[src/rtl/fifo_scheduler.sv]
// Shares one FIFO between two block producers (round-robin, bounded burst) and
// drains it to a single consumer through a valid/ready read FSM.
module fifo_scheduler #(
    parameter int WIDTH     = 128,
    parameter int MAX_BURST = 4
) (
    input  logic             clk,
    input  logic             rst,
    input  logic             reqA,
    input  logic [WIDTH-1:0] dataA,
    output logic             grantA,
    input  logic             reqB,
    input  logic [WIDTH-1:0] dataB,
    output logic             grantB,
    output logic             fifoWrite,
    output logic [WIDTH-1:0] fifoDataIn,
    input  logic             fifoFull,
    output logic             fifoRead,
    input  logic [WIDTH-1:0] fifoDataOut,
    input  logic             fifoEmpty,
    output logic             outValid,
    output logic [WIDTH-1:0] outData,
    input  logic             outReady,
    output logic             busy
);
    localparam int CW = $clog2(MAX_BURST + 1);

    localparam logic [1:0] IDLE  = 2'd0;
    localparam logic [1:0] FETCH = 2'd1;
    localparam logic [1:0] HOLD  = 2'd2;

    logic          prio;        // 0: A preferred, 1: B preferred
    logic [CW-1:0] burst_cnt;
    logic [CW-1:0] burst_nxt;
    logic          both;
    logic          cand_a;
    logic          cand_b;
    logic [1:0]    state;

    // ---------------- write-side arbiter ----------------
    always_comb begin
        both       = reqA & reqB;
        cand_a     = reqA & (~reqB | ~prio);
        cand_b     = reqB & (~reqA | prio);
        grantA     = ~rst & cand_a & ~fifoFull;
        grantB     = ~rst & cand_b & ~fifoFull;
        fifoWrite  = grantA | grantB;
        fifoDataIn = grantB ? dataB : dataA;
        burst_nxt  = burst_cnt + 1'b1;
    end

    // Burst counting only matters under contention; a lone requester never
    // consumes the other side's share.
    always_ff @(posedge clk) begin
        if (rst) begin
            prio      <= 1'b0;
            burst_cnt <= '0;
        end else if (grantA | grantB) begin
            if (both) begin
                if (burst_nxt == CW'(MAX_BURST)) begin
                    prio      <= ~prio;
                    burst_cnt <= '0;
                end else begin
                    burst_cnt <= burst_nxt;
                end
            end else begin
                burst_cnt <= '0;
            end
        end
    end

    // ---------------- read-side FSM ----------------
    // FETCH never reads: the empty flag still reflects the pre-read count.
    always_comb begin
        fifoRead = ~rst & ~fifoEmpty &
                   ((state == IDLE) | ((state == HOLD) & outReady));
        outValid = ~rst & (state == HOLD);
        busy     = ~rst & (state != IDLE);
    end

    always_ff @(posedge clk) begin
        if (rst) begin
            state   <= IDLE;
            outData <= '0;
        end else begin
            case (state)
                IDLE: begin
                    if (!fifoEmpty) state <= FETCH;
                end
                FETCH: begin
                    outData <= fifoDataOut;
                    state   <= HOLD;
                end
                HOLD: begin
                    if (outReady) state <= fifoEmpty ? IDLE : FETCH;
                end
                default: state <= IDLE;
            endcase
        end
    end

endmodule
[config.mk]
export PLATFORM = sky130hd
export DESIGN_NAME = fifo_scheduler
export DESIGN_NICKNAME = d
export VERILOG_FILES = /design/src/rtl/fifo_scheduler.sv
export SDC_FILE = /design/constraint.sdc
export NUM_CORES = 1
export LEC_CHECK = 0
export ABC_AREA = 1
export BUFFER_PORTS_ARGS = -buffer_cell sky130_fd_sc_hd__buf_2
export CAP_MARGIN = 20
export CELL_PAD_IN_SITES_DETAIL_PLACEMENT = 0
export CELL_PAD_IN_SITES_GLOBAL_PLACEMENT = 1
export CORE_AREA = 2 2 257 259
export DETAILED_ROUTE_END_ITERATION = 7
export DIE_AREA = 0 0 259 261
export PLACE_DENSITY = 0.49
export SLEW_MARGIN = 20
export SYNTH_ARGS = -nofsm -noshare
export SYNTH_HDL_FRONTEND = slang
export SYNTH_SLANG_ARGS = --single-unit
[constraint.sdc]
create_clock -name clk -period 1.7 [get_ports clk]
set_input_delay 0.085 -clock clk [delete_from_list [all_inputs] [get_ports clk]]
set_output_delay 0.085 -clock clk [all_outputs]
set_load 0.005 [all_outputs]
## Word level (Yosys, flattened, before mapping)

Cells that the tools add are included.

- Register bits: 134
- Bits of input ports: 391
- Output and inout port bits: 262
- Logic and storage cells: 43

- Add/sub/neg operators: 1
- Equal/unequal tests: 5
- Muxes and demuxes: 7
- Bitwise operators: 22
- Reduce and logical (&&, ||, !) cells: 4

Operators with widths:

| operator | number |
|---|---|
| two-way mux 128 bit | 1 |
| AND 1 bit | 12 |
| two-way mux 3 bit | 2 |
| NOT 1 bit | 6 |
| case mux 2 bit (3 select lines) | 1 |
| two-way mux 2 bit | 2 |
| inequality test 2 bit (second input constant) | 2 |
| OR 1 bit | 4 |
| adder 3 x 1 -> 3 bit (second input constant) | 1 |
| equality test 3 bit (second input constant) | 1 |
| AND reduction 3 bit | 1 |
| equality test 2 x 1 -> 1 bit (second input constant) | 1 |
| equality test 2 bit (second input constant) | 1 |
| logical NOT 2 bit | 1 |
| AND reduction 2 bit | 1 |
| nonzero test 2 bit | 1 |
| two-way mux 1 bit | 1 |

## Longest topological paths before layout

- Depth in word-level cells: 7
- Gate-level depth with buffers: 9
- Depth with buffers taken out: 9

## Least setup slack after synthesis

Ideal clock, no wire load.

- Kind: flip-flop to flip-flop
- From: register state[0]
- To: register outData[0]
- Setup time: 116 ps
- Data arrival time: 976 ps
- Data required time: 1584 ps
- Path slack: 609 ps
- Cell stages (with the launch flop): 8
- Path buffers: 2
- Clock period less this slack: 1091 ps
- Cells stage by stage: dfxtp_1 inv_2 nor2_4 inv_2 buf_2 buf_4 nor2_1 nor2_1

- Longest elaborated chain between the ends: 1

RTL lines:

| what | RTL line | text |
|---|---|---|
| start, declared | 38 | `logic [1:0] state;` |
| start signal, assigned | 95 | `if (outReady) state <= fifoEmpty ? IDLE : FETCH;` |
| equality test 2 x 1 -> 1 bit | 86 | `case (state)` |
| end signal, assigned | 91 | `outData <= fifoDataOut;` |
| end, declared | 22 | `output logic [WIDTH-1:0] outData,` |

No other way between the ends.
A chain may end at the register's enable or synchronous reset.

## Final worst setup path

- From: register prio
- To: output fifoDataIn[94]

- Longest elaborated chain between the ends: 5

RTL lines:

| what | RTL line | text |
|---|---|---|
| start, declared | 32 | `logic prio;` |
| start signal, assigned | 61 | `prio <= ~prio;` |
| OR 1 bit | 44 | `cand_b = reqB & (~reqA \| prio);` |
| AND 1 bit | 44 |  |
| AND 1 bit (2 in a row) | 46 | `grantB = ~rst & cand_b & ~fifoFull;` |
| two-way mux 128 bit | 48 | `fifoDataIn = grantB ? dataB : dataA;` |
| end, declared | 16 | `output logic [WIDTH-1:0] fifoDataIn,` |

No other way between the ends.

==> out/metrics.yaml <==
fmaxAchievable_ghz: 0.542
hpwl_um: 35600
irDropWorstVdd_mv: 0.434
wire_per_inst_um: 17.5
cp.required_ps: 1620
rows: 94
ioPinCount: 653
slew_violations: 0
grt_overflow: 0
synth-seq-area-share_pct: 41.5
die_area_mm2: 0.0676
yosys.area.top_type: "dfxtp_1"
ys_async_sr_fraction_pct: 0
pwr-share-seq_pct: 35.2
slowest_delay_ps: 320
multi_input_area_mm2: 0.00404
fillCellCount: 7403
synth_top_flop_cell: "dfxtp_1"
stdcell_count: 2691
clockPowerShare_pct: 38.4
leakagePower_nw: 7.54
grt_max_degree: 117
critical-path-slowest-cell: "dfxtp_2"
drtAntennaViolNets: 0
cts_num_sinks: 134
critical_path_buf_inv_count: 5
status: "finished with violations"
cp.arrival_ps: 1760
fin_crit_sh_pct: 109
synth.distinct_cells: 23
setup_slack_ps: -146
sw_frac_of_total_pct: 30.7
drc: 0
path_delay_family: "buffers and inverters"
die_y_um: 261
rr_startpoint: "prio"
fin_crit_ps: 1850
r2r_cells: 13
max_cap_viol_count: 0
worstMarginPinSlew_ps: 645
place.gp.congestion: 0.876
critPathMaxFanout: 8
grt_pass1_wl_um: 64800
critPathKind: "reg2out"
hold_depth: 3
rsz0062_at_grt: "true"
synth_area_leaders: "dfxtp_1, nand2_1, nor2_1"
hp-class: "in2reg"
avgSynthCellArea_um2: 6.29
start_util_pct: 9.94
yosysWarnings: 0
finClkSkew_ps: 8.49
r2r_end: "prio"
cp-start-kind: "flop"
grtUsageTotal_pct: 12.9
slew_headroom_pct: 57.0
combPwrFrac_pct: 26.4
nNetsFinal: 2205
antenna_found_initial: 3
syn_nets: 1420
drt_pre_antenna_iters: 5
viasPerCell: 3.60
clk_pin_slew_ps: 70
core_mm2: 0.0650
yosys-top-cells-count: "nand2_1, nor2_1, dfxtp_1, o21ai_0, buf_2"
p_int_w: 0.00683
p_switching_w: 0.00302
crit_chain: "inv_2 -> nand2_2 -> nand3_4 -> buf_12 -> buf_16 -> buf_8 -> nand2_1 -> nand2_2 -> buf_6"
dpl.cell_count: 2497
syn_inst: 1027
cts_buffers: 17
synth_edf_count: 0
netlist.area_leader.share_pct: 41.5
area_delta_synth_final_pct: 124
clk_path_buf_depth: 2
fin_util_pct: 22.2
cp-end-kind: "output pin"
hold_end: "burst_cnt[2]"
crit_path_frequent_cell: "nand2_2"
grt_pass1_vias: 9611
drt-initial-drc-count: 529
violations: "setup timing"
htreeDepth: 4
synth-seq-cells: 134
drt_wl_total_um: 47100
min_from: "rst"
yosysMostFrequentCell: "nand2_1"
tns_ps: -12420
drive_above_1_share_pct: 51.0
port_buffers: 652
cts_tree: "built"
seqCellArea_mm2: 0.00268
clk-insertion-delay-late_ps: 430
synth_area_mm2: 0.00646
power.density_mw_per_mm2: 681
fp.dieW_um: 259
vias: 9682
hold_viol_final: 0
reg2reg_slack_ps: 60
cts-root-buf: "clkbuf_16"
finalSetupViolations: 129
[worst max-delay path by stage]
| stage | start | to | slack (ps) | cells after the start |
|---|---|---|---|---|
| 2_1_floorplan | state[0] | outData[0] | 610 | 7 |
| 3_3_place_gp | prio | fifoDataIn[36] | -30 | 8 |
| 3_5_place_dp | prio | fifoDataIn[36] | -50 | 8 |
| 4_1_cts | prio | fifoDataIn[97] | -190 | 9 |
| 5_1_grt | prio | fifoDataIn[36] | -250 | 9 |
| 6_report | prio | fifoDataIn[94] | -150 | 9 |
[cell families after synthesis]
kind of cell	after synthesis	synth area share (%)
compound gates	135	10.6
fa+ha+maj	2	0.387
buf+inv	88	8.27
flops	134	41.5
simple gates	668	39.3
[final cells by class]
| type | count | area share (%) |
|---|---|---|
| antenna | 2 | 0.0346 |
| clock inverter | 13 | 0.917 |
| tap | 864 | 7.47 |
| timing repair inverter | 2 | 0.190 |
| sequential | 134 | 18.6 |
| clock buffer | 19 | 3.13 |
| multi-input combinational | 805 | 27.9 |
| inverter | 17 | 0.657 |
| timing repair buffer | 835 | 41.1 |
[metal layers]
layer,vias to the layer above,track usage [%],share of wire [%]
met5,-,0,0.053
met4,4,3.23,1.8
met3,34,3.13,6.8
met2,404,24.1,52
met1,4483,14.6,39
li1,4757,-,-
[registers in the layout, summed over array words and instances (netlist names)]
signal	cells
outData	128
burst_cnt	3
state	2
prio	1
[power groups by stage]
stage,Combinational [W],Clock (W),Sequential (W)
floorplan,0.000663,0,0.00356
global placement,0.00198,0,0.00353
detailed placement,0.00197,0,0.00353
CTS,0.00246,0.00396,0.00347
global route,0.00283,0.00409,0.00350
finish,0.00260,0.00378,0.00347
[metrics by stage]
step                hold WS (ps)  total power [W]  cell area (um2)  setup WS, ps
global route                18.7           0.0104            14500          -252
floorplan                    168          0.00422             6460           609
global placement             264          0.00551            10700         -29.2
CTS                         21.2          0.00989            13600          -193
finish                      19.6          0.00985            14500          -146
detailed placement           284          0.00550            10700         -46.5
[cell usage in the layout (no fill, tap or decap), types with 2 or more instances in the layout]
cell           Yosys  layout
buf_2             26     592
nor2_1           260     260
nand2_1          397     218
dfxtp_1          134     133
dlygate4sd3_1      0     131
nand2_2            1     119
o21ai_0          103     103
buf_6             14      65
nand2_4            0      59
o21ai_1           25      25
clkbuf_16          0      22
buf_16             0      14
buf_12             0      13
inv_1             12      10
buf_8              0       8
buf_4             17       7
inv_6              0       6
inv_2              4       4
nand3_1            4       3
a21oi_1            5       3
clkinv_4           0       3
diode_2            0       2
inv_4              1       2
nand2_8            0       2
a2111oi_0          2       2
nor3_1             2       2
a21oi_2            0       2
ha_1               2       2
clkbuf_8           0       2
inv_8              0       2
[timing repair]
item	CTS	global route
hold buffers	131	0
setup buffers	10	2
cloned	12	6
gates resized for setup	199	187
endpoints found under the hold margin	130	0
pin swaps	26	49
endpoints found under the setup margin	130	130
[worst register-to-register path, delay by kind of cell (launching register included)]
family	cells	cell delay [ps]
simple gates	6	330
buf+inv	7	880
flops	1	320
(Power assumes the default switching activity.)
